`src/rtl/mul_unit_pkg.sv`:
```
// Shared types and constants for the shift-add multiplier.
package mul_pkg;

  typedef enum logic [1:0] {
    IDLE = 2'd0,
    RUN  = 2'd1,
    DONE = 2'd2
  } state_t;

  localparam logic       OP_MUL = 1'b0;
  localparam logic       OP_MLA = 1'b1;
  localparam logic [3:0] PC_IDX = 4'hF;

endpackage

```
`src/rtl/mul_unit_if.sv`:
```
// Request/write-back bundle between the execute stage and the multiplier.
interface mul_unit_if #(
  parameter int WIDTH = 32
);
  logic             start;
  logic             op;
  logic [3:0]       rd_addr;
  logic [WIDTH-1:0] src_a;
  logic [WIDTH-1:0] src_b;
  logic [WIDTH-1:0] src_acc;
  logic             busy;
  logic             done;
  logic             wb_we;
  logic [3:0]       wb_addr;
  logic [WIDTH-1:0] wb_data;
  logic             flag_n;
  logic             flag_z;
  logic             pc_dst_err;

  modport master (
    output start, op, rd_addr, src_a, src_b, src_acc,
    input  busy, done, wb_we, wb_addr, wb_data, flag_n, flag_z, pc_dst_err
  );

  modport slave (
    input  start, op, rd_addr, src_a, src_b, src_acc,
    output busy, done, wb_we, wb_addr, wb_data, flag_n, flag_z, pc_dst_err
  );
endinterface

```
`src/rtl/mul_unit_datapath.sv`:
```
// Shift-add datapath: multiplicand/multiplier shifters, product accumulator
// and step counter. The controlling FSM lives in mul_unit.
module mul_datapath
  import mul_pkg::*;
#(
  parameter int WIDTH      = 32,
  parameter int EARLY_TERM = 1
) (
  input  logic             clk,
  input  logic             rst,
  input  logic             load,
  input  logic             step,
  input  logic             op,
  input  logic [WIDTH-1:0] src_a,
  input  logic [WIDTH-1:0] src_b,
  input  logic [WIDTH-1:0] src_acc,
  output logic [WIDTH-1:0] prod,
  output logic             last
);

  localparam int CW = (WIDTH > 1) ? $clog2(WIDTH) : 1;

  logic [WIDTH-1:0] mcand;
  logic [WIDTH-1:0] mplier;
  logic [WIDTH-1:0] mplier_next;
  logic [CW-1:0]    cnt;

  // Flag the final iteration: counter exhausted, or no multiplier bits remain.
  always_comb begin
    mplier_next = mplier >> 1;
    last        = (cnt == CW'(WIDTH - 1)) ||
                  ((EARLY_TERM != 0) && (mplier_next == '0));
  end

  // Load operands on acceptance, then one add-and-shift per RUN cycle.
  always_ff @(posedge clk) begin
    if (!rst) begin
      mcand  <= '0;
      mplier <= '0;
      prod   <= '0;
      cnt    <= '0;
    end else if (load) begin
      mcand  <= src_a;
      mplier <= src_b;
      cnt    <= '0;
      prod   <= (op == OP_MLA) ? src_acc : '0;
    end else if (step) begin
      if (mplier[0]) begin
        prod <= prod + mcand;
      end
      mcand  <= mcand << 1;
      mplier <= mplier_next;
      cnt    <= cnt + 1'b1;
    end
  end

endmodule

```
`src/rtl/mul_unit.sv`:
```
// Iterative MUL/MLA unit: IDLE -> RUN (shift-add) -> DONE, with a registered
// single-cycle register-file write-back request and sticky N/Z flags.
module mul_unit
  import mul_pkg::*;
#(
  parameter int WIDTH      = 32,
  parameter int EARLY_TERM = 1
) (
  input  logic       clk,
  input  logic       rst,
  mul_unit_if.slave  bus
);

  state_t           state;
  state_t           next_state;
  logic             load;
  logic             step;
  logic             last;
  logic [3:0]       dst;
  logic [WIDTH-1:0] prod;

  mul_datapath #(
    .WIDTH      (WIDTH),
    .EARLY_TERM (EARLY_TERM)
  ) u_datapath (
    .clk     (clk),
    .rst     (rst),
    .load    (load),
    .step    (step),
    .op      (bus.op),
    .src_a   (bus.src_a),
    .src_b   (bus.src_b),
    .src_acc (bus.src_acc),
    .prod    (prod),
    .last    (last)
  );

  // State register.
  always_ff @(posedge clk) begin
    if (!rst) state <= IDLE;
    else      state <= next_state;
  end

  // Next-state logic; start is only honoured while IDLE.
  always_comb begin
    next_state = state;
    load       = 1'b0;
    step       = 1'b0;
    case (state)
      IDLE: begin
        if (bus.start) begin
          load       = 1'b1;
          next_state = RUN;
        end
      end
      RUN: begin
        step = 1'b1;
        if (last) next_state = DONE;
      end
      DONE:    next_state = IDLE;
      default: next_state = IDLE;
    endcase
  end

  // Capture the destination register index at acceptance.
  always_ff @(posedge clk) begin
    if (!rst)      dst <= 4'h0;
    else if (load) dst <= bus.rd_addr;
  end

  // Registered write-back: pulses for one cycle after DONE, data/addr/flags hold.
  always_ff @(posedge clk) begin
    if (!rst) begin
      bus.done       <= 1'b0;
      bus.wb_we      <= 1'b0;
      bus.pc_dst_err <= 1'b0;
      bus.wb_addr    <= 4'h0;
      bus.wb_data    <= '0;
      bus.flag_n     <= 1'b0;
      bus.flag_z     <= 1'b0;
    end else if (state == DONE) begin
      bus.done       <= 1'b1;
      bus.wb_we      <= (dst != PC_IDX);
      bus.pc_dst_err <= (dst == PC_IDX);
      bus.wb_addr    <= dst;
      bus.wb_data    <= prod;
      bus.flag_n     <= prod[WIDTH-1];
      bus.flag_z     <= (prod == '0);
    end else begin
      bus.done       <= 1'b0;
      bus.wb_we      <= 1'b0;
      bus.pc_dst_err <= 1'b0;
    end
  end

  assign bus.busy = (state != IDLE);

endmodule

```
`src/flat_wrapper.sv`:
```
// flat-port wrapper written by rule: the top's interface ports become plain ports
module mul_unit_flat import mul_pkg::*;
#(
  parameter int WIDTH      = 32,
  parameter int EARLY_TERM = 1
)
  (clk, rst, bus_start, bus_op, bus_rd_addr, bus_src_a, bus_src_b, bus_src_acc, bus_busy, bus_done, bus_wb_we, bus_wb_addr, bus_wb_data, bus_flag_n, bus_flag_z, bus_pc_dst_err);
  mul_unit_if #(.WIDTH(WIDTH)) bus_i ();
  input  logic clk;
  input  logic rst;
  input wire logic [$bits(bus_i.start)-1:0] bus_start;
  input wire logic [$bits(bus_i.op)-1:0] bus_op;
  input wire logic [$bits(bus_i.rd_addr)-1:0] bus_rd_addr;
  input wire logic [$bits(bus_i.src_a)-1:0] bus_src_a;
  input wire logic [$bits(bus_i.src_b)-1:0] bus_src_b;
  input wire logic [$bits(bus_i.src_acc)-1:0] bus_src_acc;
  output wire logic [$bits(bus_i.busy)-1:0] bus_busy;
  output wire logic [$bits(bus_i.done)-1:0] bus_done;
  output wire logic [$bits(bus_i.wb_we)-1:0] bus_wb_we;
  output wire logic [$bits(bus_i.wb_addr)-1:0] bus_wb_addr;
  output wire logic [$bits(bus_i.wb_data)-1:0] bus_wb_data;
  output wire logic [$bits(bus_i.flag_n)-1:0] bus_flag_n;
  output wire logic [$bits(bus_i.flag_z)-1:0] bus_flag_z;
  output wire logic [$bits(bus_i.pc_dst_err)-1:0] bus_pc_dst_err;
  assign bus_i.start = bus_start;
  assign bus_i.op = bus_op;
  assign bus_i.rd_addr = bus_rd_addr;
  assign bus_i.src_a = bus_src_a;
  assign bus_i.src_b = bus_src_b;
  assign bus_i.src_acc = bus_src_acc;
  assign bus_busy = bus_i.busy;
  assign bus_done = bus_i.done;
  assign bus_wb_we = bus_i.wb_we;
  assign bus_wb_addr = bus_i.wb_addr;
  assign bus_wb_data = bus_i.wb_data;
  assign bus_flag_n = bus_i.flag_n;
  assign bus_flag_z = bus_i.flag_z;
  assign bus_pc_dst_err = bus_i.pc_dst_err;
  mul_unit #(.WIDTH(WIDTH), .EARLY_TERM(EARLY_TERM)) u_core (.clk(clk), .rst(rst), .bus(bus_i));
endmodule
```
`config.mk`:
```
export PLATFORM = sky130hd
export DESIGN_NAME = mul_unit_flat
export DESIGN_NICKNAME = d
export VERILOG_FILES = /design/src/rtl/mul_unit_pkg.sv /design/src/rtl/mul_unit_if.sv /design/src/rtl/mul_unit_datapath.sv /design/src/rtl/mul_unit.sv /design/src/flat_wrapper.sv
export SDC_FILE = /design/constraint.sdc
export NUM_CORES = 1
export LEC_CHECK = 0
export ABC_AREA = 1
export BUFFER_PORTS_ARGS = -buffer_cell sky130_fd_sc_hd__buf_2
export CAP_MARGIN = 20
export CELL_PAD_IN_SITES_DETAIL_PLACEMENT = 2
export CELL_PAD_IN_SITES_GLOBAL_PLACEMENT = 2
export CORE_UTILIZATION = 30
export DETAILED_ROUTE_END_ITERATION = 10
export PLACE_DENSITY_LB_ADDON = 0.1
export SLEW_MARGIN = 10
export SYNTH_ARGS = -nofsm -noshare
export SYNTH_HDL_FRONTEND = slang
export SYNTH_SLANG_ARGS = --single-unit
```
`constraint.sdc`:
```
create_clock -name clk -period 2.53 [get_ports clk]
set_input_delay 0.1265 -clock clk [delete_from_list [all_inputs] [get_ports clk]]
set_output_delay 0.1265 -clock clk [all_outputs]
set_load 0.03 [all_outputs]
```
==> results.py, run 1 <==
metrics = {
    "worst_setup_path": {
        "critPathLaunchType": "flop",
        "crit_arrival_ps": 2750,
        "setup.worst_path.end_class": "flop",
        "critical_path.max_fanout": 4,
        "cp.required_ps": 2900,
        "crit_type": "reg -> reg",
    },
    "clock_tree": {
        "clk_latency_ps": 430,
        "clock_sinks": 147,
        "cts_root_buf": "clkbuf_16",
        "cts-buffers-inserted": 17,
        "cts.path.max_buffers": 2,
        "cts_tree": "yes",
        "h-tree-depth": 4,
        "cts.clk_slew.worst_paths_ps": 70,
    },
    "floorplanning": {
        "start_util": 0.3062,
        "ioPinCount": 146,
        "die_w_um": 168.1,
        "die_height_um": 168.1,
        "dieArea_sq_um": 28250,
        "row_count": 60,
        "core_area_sq_um": 27030,
    },
    "power": {
        "p_comb_frac": 0.193,
        "clkPwrFrac": 0.396,
        "p_per_area_nw_per_um2": 606.6,
        "finalPower_mw": 6.363,
        "seqPwrFrac": 0.411,
        "p_int_mw": 4.210,
        "p_leak_nw": 5.046,
        "switching_share": 0.3383,
        "p_sw_mw": 2.153,
        "irDropWorstVdd_uv": 349.0,
    },
    "route": {
        "viasPerCell": 4.978,
        "wirelength_mm": 33.78,
        "wl_per_cell_um": 18.34,
        "drtIter0Drc": 331,
        "via_count": 9169,
        "drtPass1Iterations": 4,
        "drc": 0,
        "ant_nets": 0,
    },
    "layout": {
        "nets": 1626,
        "fillers": 3345,
        "diodes": 0,
        "area_growth_pct": 26.76,
        "instances_no_fill": 1842,
        "drive_gt1_frac": 0.1379,
    },
    "timing": {
        "slew_violations": 0,
        "holdWs_ps": 13.62,
        "slew-limit-headroom": 0.5017,
        "hold_viol_final": 0,
        "finalClockSkew_ps": 10.86,
        "setup_viol": 0,
        "min_period_ps": 2384,
        "finalCritPeriodShare": 0.9421,
        "rsz0062_at_grt": "false",
        "fmax_mhz": 419.5,
        "finalSetupTns_ps": 0,
        "worstMarginPinSlew_ps": 745.7,
    },
    "yosys": {
        "seq_area_frac_synth": 0.3556,
        "syn_area_sq_um": 8275,
        "yosysWarnings": 0,
        "synth_fp_nets": 1437,
        "avgSynthCellArea_sq_um": 6.371,
        "synthCells": 1299,
        "yosysUniqueCellTypes": 34,
        "ys_ff_latch": 147,
    },
    "global_routing": {
        "grt_util_met1": 0.3322,
        "grt_pass1_wl_mm": 54.20,
        "grt_max_degree": 64,
        "busiest_layer": "met2",
        "grt-ovfl-total": 0,
        "grt_pass1_vias": 9951,
        "met2_usage": 0.4199,
        "antenna_found_initial": 0,
        "use_met3": 0.02703,
        "grt_util_all_layers": 0.2466,
    },
    "placement": {
        "place_inst": 1744,
        "place_congestion": 0.8334,
        "dp_hpwl_mm": 24.65,
        "numPortBuffers": 145,
    },
    "run": {
        "maxCapViolCount": 0,
    },
    "run_status": {
        "status": "finished clean",
    },
    "hold_path": {
        "holdCritPathClass": "in -> reg",
    },
}
cell families (layout without fill, tap and decap cells):
logic type / after synthesis / in the layout / share of synthesized area
AO/OA/AOI/OAI: 249 / 249 / 0.1666
AND/OR/NAND/NOR: 642 / 642 / 0.3104
XOR/XNOR: 3 / 3 / 0.003176
flip-flops: 147 / 147 / 0.3556
adder cells (fa/ha/maj): 34 / 34 / 0.05231
buffers and inverters: 224 / 426 / 0.1119
flip-flops by register name (all words and copies together) (netlist names), 2 cells and up:
register                  flops
u_core.bus.wb_addr            4
u_core.bus.wb_data           31
u_core.dst                    4
u_core.state                  2
u_core.u_datapath.cnt         5
u_core.u_datapath.mcand      32
u_core.u_datapath.mplier     32
u_core.u_datapath.prod       32
critical path: stages (launching register included):
cell and delay, ps:
dfxtp_1 360, ha_1 290, fa_1 460, nand3_1 120, nand3_1 170, nand2_1 120
nand3_1 230, nand2_1 160, nand3_1 90, nand2_1 70, nand3_1 110, a21oi_2 140
final cells by class:
class | instances | area, sq um | area share
tap | 341 | 426.7 | 0.04067
clock buffer | 17 | 425.4 | 0.04055
clock inverter | 15 | 138.9 | 0.01324
multi-input combinational | 928 | 4414 | 0.4208
inverter | 168 | 630.6 | 0.06011
sequential | 147 | 2943 | 0.2805
timing repair buffer | 226 | 1511 | 0.1441
power groups by stage:
stage	Sequential [mW]	Combinational [mW]	Clock (mW)
3_3_place_gp	2.66	1.11	0
5_1_grt	2.63	1.39	2.68
3_5_place_dp	2.66	1.15	0
4_1_cts	2.61	1.24	2.59
2_1_floorplan	2.59	0.764	0
6_report	2.61	1.23	2.52
per-stage QoR:
step             util  worst slack, ps  area (sq um)
2_1_floorplan       -            768.1          8275
3_3_place_gp   0.3426            202.8          9260
3_5_place_dp   0.3426            184.3          9260
4_1_cts        0.3880            109.4         10490
5_1_grt        0.3881            10.42         10490
6_report       0.3881            146.4         10490
cells in the mapped netlist:
cell type,number,area share
buf_1,1,0.00045
buf_2,19,0.011
nand2_1,478,0.22
a21oi_2,5,0.0053
xnor2_1,2,0.0021
clkbuf_8,2,0.0033
inv_1,165,0.075
buf_6,2,0.0027
o21bai_1,3,0.0027
nor2_1,75,0.034
dfxtp_1,147,0.36
a21o_1,1,0.00091
or2_2,1,0.00076
a211oi_1,2,0.0018
buf_4,7,0.0064
clkbuf_1,25,0.011
a31oi_1,73,0.055
nand3b_1,2,0.0018
ha_1,33,0.050
and2_1,1,0.00076
inv_2,3,0.0014
nand4_1,7,0.0053
nor2_2,1,0.00076
nor2_4,2,0.0027
a21oi_1,80,0.048
nand2_2,1,0.00076
o21ai_0,83,0.050
fa_1,1,0.0024
nor4_1,11,0.0083
xor2_1,1,0.0011
nand3_1,50,0.030
nor3b_1,1,0.00091
nor3_1,12,0.0073
a221oi_1,2,0.0021
worst paths after layout:
path / start / to / slack [ps] / depth (start not counted)
min reg2reg: u_core.bus.wb_data[29] / u_core.bus.wb_data[29] / 480 / 2
max reg2reg: u_core.u_datapath.mcand[0] / u_core.u_datapath.prod[24] / 150 / 11
max: u_core.u_datapath.mcand[0] / u_core.u_datapath.prod[24] / 150 / 11
min: bus_rd_addr[0] / u_core.dst[0] / 10 / 3
repair_timing:
| item | CTS | global route |
|---|---|---|
| hold endpoints to repair | 66 | 0 |
| hold buffers | 66 | 0 |
| buffers inserted | 0 | 0 |
| endpoints found under the setup margin | 0 | 1 |
| gates resized for setup | 0 | 1 |
routing by layer:
layer / part of all wire / wire length, um
met5: 0 / 0
met4: 0.013 / 424
met3: 0.033 / 1114
met2: 0.47 / 15780
met1: 0.49 / 16460
cell usage in the layout (no fill, tap or decap), drive strengths merged:
master	Yosys	final
a211oi	2	2
a21o	1	1
a21oi	85	85
a221oi	2	2
a31oi	73	73
and2	1	1
buf	29	160
clkbuf	27	17
clkinv	0	6
clkinvlp	0	1
dfxtp	147	147
dlygate4sd3	0	66
fa	1	1
ha	33	33
inv	168	176
nand2	479	479
nand3	50	50
nand3b	2	2
nand4	7	7
nor2	78	78
nor3	12	12
nor3b	1	1
nor4	11	11
o21ai	83	83
o21bai	3	3
or2	1	1
xnor2	2	2
xor2	1	1
(Power assumes the default switching activity.)
==> run 2, diff against run 1 <==
Settings changed: BUFFER_PORTS_ARGS -buffer_cell sky130_fd_sc_hd__buf_2 to -buffer_cell sky130_fd_sc_hd__buf_4.
==> run 2 against run 1 <==
Effect of this change: sequential share of layout area down 0.96 points; setup slack gained 22 ps; register-to-register slack improved by 20 ps; final area increased by 3.5%; total power rose by 1.6%; clock skew increased by 2.0 ps; global-route usage is 0.53 points lower; die area is the same; utilization rose by 1.4 points; hold slack better by 1.1 ps; sequential cell count unchanged; critical path type unchanged; critical endpoint unchanged; largest power group unchanged.
==> results.py, run 2 (synthesized netlist as in run 1, its figures left out) <==
metrics = {
    "route": {
        "drtIter0Drc": 363,
        "ant_nets": 0,
        "drc": 0,
        "wirelength_mm": 33.28,
        "viasPerCell": 5.007,
        "drtPass1Iterations": 5,
        "via_count": 9207,
        "wl_per_cell_um": 18.10,
    },
    "layout": {
        "fin_area_sq_um": 10860,
        "reg_top3": "u_core.u_datapath.mcand: 32 flops, u_core.u_datapath.mplier: 32 flops, u_core.u_datapath.prod: 32 flops",
        "nets": 1623,
        "area_growth_pct": 31.24,
        "final_cell_mix": "nand2_1 (477), inv_1 (165), buf_4 (157), dfxtp_1 (147), o21ai_0 (83)",
        "layout_commonest_cell": "nand2_1",
        "drive_gt1_frac": 0.1375,
        "diodes": 0,
    },
    "global_routing": {
        "grt_util_all_layers": 0.2413,
        "grt_pass1_vias": 9791,
        "grt_max_degree": 70,
        "antenna_found_initial": 0,
        "grt-ovfl-total": 0,
        "grt_pass1_wl_mm": 53.18,
    },
    "floorplanning": {
        "die_w_um": 168.1,
        "start_util": 0.3062,
        "die_height_um": 168.1,
        "core_area_sq_um": 27030,
        "row_count": 60,
        "ioPinCount": 146,
        "dieArea_sq_um": 28250,
    },
    "worst_setup_path": {
        "cp.required_ps": 2900,
        "critPathMaxStageDelay_ps": 450,
        "cp_num_cells": 11,
        "crit_arrival_ps": 2730,
        "critical_path.max_fanout": 4,
        "setup.worst_path.end_class": "flop",
        "critPathLaunchType": "flop",
        "r2r_cells": 11,
        "crit_slowest_cell": "fa_1",
        "cpMostUsedCell": "nand3_1",
        "path_cells": "ha_1, fa_1, nand3_1, nand3_1, nand2_1, nand3_1, nand2_1, nand3_1, nand2_1, nand3_1, a21oi_2",
        "rrSetupSlack_ps": 170,
        "cp.buffers_inverters": 0,
        "crit_type": "reg -> reg",
        "crit_family": "simple AND/OR/NAND/NOR gates",
    },
    "clock_tree": {
        "cts_root_buf": "clkbuf_16",
        "clock_sinks": 147,
        "cts.clk_slew.worst_paths_ps": 70,
        "ctsResizeCount": 0,
        "cts.path.max_buffers": 2,
        "h-tree-depth": 4,
        "cts-buffers-inserted": 17,
        "cts_tree": "yes",
        "clk_latency_ps": 430,
    },
    "power": {
        "seqPwrFrac": 0.405,
        "switching_share": 0.3271,
        "clkPwrFrac": 0.397,
        "p_int_mw": 4.349,
        "p_per_area_nw_per_um2": 595.2,
        "p_leak_nw": 5.111,
        "p_sw_mw": 2.115,
        "irDropWorstVdd_uv": 324.1,
        "p_comb_frac": 0.199,
    },
    "timing": {
        "finalCritPeriodShare": 0.9335,
        "min_period_ps": 2362,
        "finalClockSkew_ps": 12.86,
        "slew-limit-headroom": 0.4835,
        "setup_viol": 0,
        "slew_violations": 0,
        "worstMarginPinSlew_ps": 774.8,
        "hold_viol_final": 0,
        "finalSetupTns_ps": 0,
        "fmax_mhz": 423.4,
        "rsz0062_at_grt": "false",
    },
    "hold_path": {
        "holdCritPathClass": "in -> reg",
        "hold-path-cell-count": 3,
    },
    "run_status": {
        "status": "finished clean",
    },
    "placement": {
        "placed_area_sq_um": 9668,
        "place_congestion": 0.8440,
        "dp_hpwl_mm": 25.06,
        "numPortBuffers": 145,
    },
    "run": {
        "maxCapViolCount": 0,
    },
}
[run 2: changes by cell type in the layout (fill, tap and decap cells not counted)]
| cell | before | now |
|---|---|---|
| bufinv_16 | 0 | 1 |
| clkinv_8 | 1 | 0 |
| buf_2 | 145 | 0 |
| buf_4 | 14 | 157 |
| clkinv_4 | 4 | 0 |
| dlygate4sd3_1 | 66 | 62 |
| clkinvlp_4 | 1 | 5 |
| clkinv_2 | 1 | 0 |
| clkbuf_1 | 0 | 1 |
| buf_12 | 1 | 4 |
| nand3_1 | 49 | 50 |
| nand3_2 | 1 | 0 |
[run 2: stage by stage]
| step | util | hold slack [ps] | setup slack (ps) | power, mW | instances |
|---|---|---|---|---|---|
| 3_3_place_gp | 0.3577 | 400.8 | 257.9 | 3.833 | 1745 |
| 5_1_grt | 0.4019 | 10.85 | 86.64 | 6.793 | 1839 |
| 2_1_floorplan | - | 273.9 | 768.1 | 3.358 | 1299 |
| 4_1_cts | 0.4019 | 1.913 | 138.4 | 6.563 | 1839 |
| 3_5_place_dp | 0.3577 | 408.7 | 219.6 | 3.872 | 1745 |
| 6_report | 0.4019 | 14.72 | 168.2 | 6.464 | 1839 |
[run 2: path summary, 6_finish.rpt]
| kind | from | to |
|---|---|---|
| max | u_core.u_datapath.mcand[0] | u_core.u_datapath.prod[24] |
| min | bus_src_b[30] | u_core.u_datapath.mplier[30] |
| max reg2reg | u_core.u_datapath.mcand[0] | u_core.u_datapath.prod[24] |
| min reg2reg | u_core.u_datapath.cnt[4] | u_core.u_datapath.cnt[4] |
[run 2: cell type report]
| cell class | count | area (sq um) |
|---|---|---|
| fill | 3257 | 16170 |
| multi-input combinational | 928 | 4409 |
| sequential | 147 | 2943 |
| timing repair buffer | 223 | 1879 |
| inverter | 168 | 630.6 |
| clock buffer | 18 | 429.2 |
| tap | 341 | 426.7 |
| clock inverter | 14 | 142.6 |
[run 2: what timing repair did]
| action | in CTS | in global routing |
|---|---|---|
| setup buffers | 0 | 0 |
| hold endpoints to repair | 62 | 0 |
| hold buffers | 62 | 0 |
[run 2: power groups by stage]
stage               clock, mW  sequential [mW]  combinational, mW
floorplan                   0             2.59              0.764
global placement            0             2.66               1.18
detailed placement          0             2.66               1.21
CTS                      2.65             2.61               1.30
global route             2.72             2.63               1.44
finish                   2.56             2.62               1.28
[run 2: metal layers]
metal / vias up / wire [um] / GRT usage
li1: 4560 / - / -
met1: 4476 / 16510 / 0.3292
met2: 152 / 15530 / 0.4087
met3: 19 / 926 / 0.02703
met4: 0 / 322 / 0.05178
met5: - / 0 / 0
[run 2: worst reg2reg max path, delay by kind of cell, from the launching register on]
family / cells / cell delay [ps]
flip-flops: 1 / 360
adder cells (fa/ha/maj): 2 / 750
AND/OR/NAND/NOR: 8 / 1040
AO/OA/AOI/OAI: 1 / 140
==> run 3, diff against run 2 <==
Settings changed: REMOVE_ABC_BUFFERS set to 1.
==> run 3 against run 2 <==
Effect of this change: die area is the same; critical path type unchanged; critical path depth is the same; total power grew 2.0%.
==> results.py, run 3 (synthesized netlist as in run 1, its figures left out) <==
metrics = {
    "run_status": {
        "status": "finished clean",
    },
    "hold_path": {
        "hold_start": "bus_src_a[12]",
        "whs_endpoint": "u_core.u_datapath.mcand[12]",
        "hold-path-cell-count": 3,
        "holdCritPathClass": "in -> reg",
    },
    "layout": {
        "fillers": 3309,
        "diodes": 0,
        "drive_gt1_frac": 0.1372,
        "area_growth_pct": 33.04,
        "nets": 1634,
        "layout_commonest_cell": "nand2_1",
        "instances_no_fill": 1850,
        "final_cell_mix": "nand2_1 (477), inv_1 (164), buf_4 (155), dfxtp_1 (147), o21ai_0 (82)",
        "reg_top3": "u_core.u_datapath.mcand: 32 flops, u_core.u_datapath.mplier: 32 flops, u_core.u_datapath.prod: 32 flops",
        "fin_area_sq_um": 11010,
    },
    "timing": {
        "min_period_ps": 2290,
        "slew_violations": 0,
        "rsz0062_at_grt": "false",
        "hold_viol_final": 0,
        "finalClockSkew_ps": 19.63,
        "holdWs_ps": 13.40,
        "timing.final.ws_setup_ps": 240.3,
        "setup_viol": 0,
        "worstMarginPinSlew_ps": 756.8,
        "slew-limit-headroom": 0.4947,
        "fmax_mhz": 436.7,
        "finalCritPeriodShare": 0.9050,
    },
    "route": {
        "met1_length_mm": 15.05,
        "drtPass1Iterations": 4,
        "viasPerCell": 5.025,
        "ant_nets": 0,
        "wirelength_mm": 33.26,
        "met3_length_mm": 1.059,
        "top_layer": "met4",
        "wl_met2_mm": 16.82,
        "via_count": 9297,
        "drtIter0Drc": 342,
        "wl_per_cell_um": 17.98,
        "drc": 0,
    },
    "worst_setup_path": {
        "cp.required_ps": 2890,
        "r2r-end": "u_core.u_datapath.prod[28]",
        "setup.worst_path.end_class": "flop",
        "rr_startpoint": "u_core.u_datapath.mcand[0]",
        "critPathLaunchType": "flop",
        "crit_arrival_ps": 2650,
        "critical_path.max_fanout": 4,
        "r2r_cells": 11,
        "crit_type": "reg -> reg",
        "rrSetupSlack_ps": 240,
    },
    "placement": {
        "place_inst": 1744,
        "numPortBuffers": 145,
        "place_congestion": 0.8250,
        "post-place-ws_ps": 257.7,
        "dp_hpwl_mm": 23.26,
        "placed_area_sq_um": 9673,
    },
    "power": {
        "p_per_area_nw_per_um2": 598.7,
        "p_leak_nw": 5.183,
        "irDropWorstVdd_uv": 322.9,
    },
    "global_routing": {
        "antenna_found_initial": 0,
        "grt_pass1_vias": 10190,
        "grt-ovfl-total": 0,
        "grt_util_all_layers": 0.2420,
        "grt_max_degree": 65,
        "grt_pass1_wl_mm": 53.97,
    },
    "floorplanning": {
        "dieArea_sq_um": 28250,
        "ioPinCount": 146,
        "core_area_sq_um": 27030,
        "die_w_um": 168.1,
        "start_util": 0.3062,
        "die_height_um": 168.1,
        "row_count": 60,
    },
    "clock_tree": {
        "post_cts_buffers": 0,
        "cts.path.max_buffers": 2,
        "cts.clk_slew.worst_paths_ps": 70,
        "h-tree-depth": 4,
        "clk_latency_ps": 440,
        "cts_root_buf": "clkbuf_16",
        "cts_tree": "yes",
        "clock_sinks": 147,
        "cts-buffers-inserted": 17,
    },
    "run": {
        "maxCapViolCount": 0,
    },
}
[run 3: where the power goes]
group	internal (mW)	switching, mW
registers	2.46	0.129
logic	0.520	0.803
clock network	1.44	1.25
total	4.41	2.18
[run 3: what timing repair did]
item	CTS	global route
hold buffers	74	0
resized for setup	0	1
endpoints found under the setup margin	0	1
endpoints found under the hold margin	74	0
[run 3: critical path, stage by stage (launching register included)]
cell and delay (ps):
dfxtp_1 330, ha_1 250, fa_1 440, nand3_1 120, nand3_1 170, nand3_1 130, nand3_1 230, nand2_1 190
nand2_1 70, nand2_1 60, nand3_1 70, a21oi_1 150
[run 3: through the flow]
step                power (mW)  TNS [ps]    util
global placement         3.824         0  0.3579
finish                   6.591         0  0.4074
detailed placement       3.861         0  0.3579
global route             6.890         0  0.4074
floorplan                3.301    -986.6       -
CTS                      6.661         0  0.4074
[run 3: how the worst max path moves through the flow]
stage | from | end | cells after the start
after floorplan | u_core.state[0] | u_core.u_datapath.prod[0] | 7
after CTS | u_core.u_datapath.mcand[0] | u_core.u_datapath.prod[12] | 8
final | u_core.u_datapath.mcand[0] | u_core.u_datapath.prod[28] | 11
after global placement | u_core.u_datapath.mcand[0] | u_core.u_datapath.prod[12] | 8
after detailed placement | u_core.u_datapath.mcand[0] | u_core.u_datapath.prod[12] | 8
after global routing | u_core.u_datapath.mcand[0] | u_core.u_datapath.prod[12] | 9
[run 3: final cells by class]
type,instances,area (sq um),area share
tap,341,426.7,0.03875
sequential,147,2943,0.2673
timing repair buffer,234,2004,0.1821
inverter,168,630.6,0.05728
clock buffer,18,439.2,0.03989
clock inverter,14,156.4,0.01421
multi-input combinational,928,4409,0.4005
[run 3: metal layers]
| metal | vias to the layer above | track usage |
|---|---|---|
| li1 | 4570 | - |
| met1 | 4557 | 0.2931 |
| met2 | 149 | 0.4502 |
| met3 | 21 | 0.03620 |
| met4 | 0 | 0.05059 |
| met5 | - | 0 |
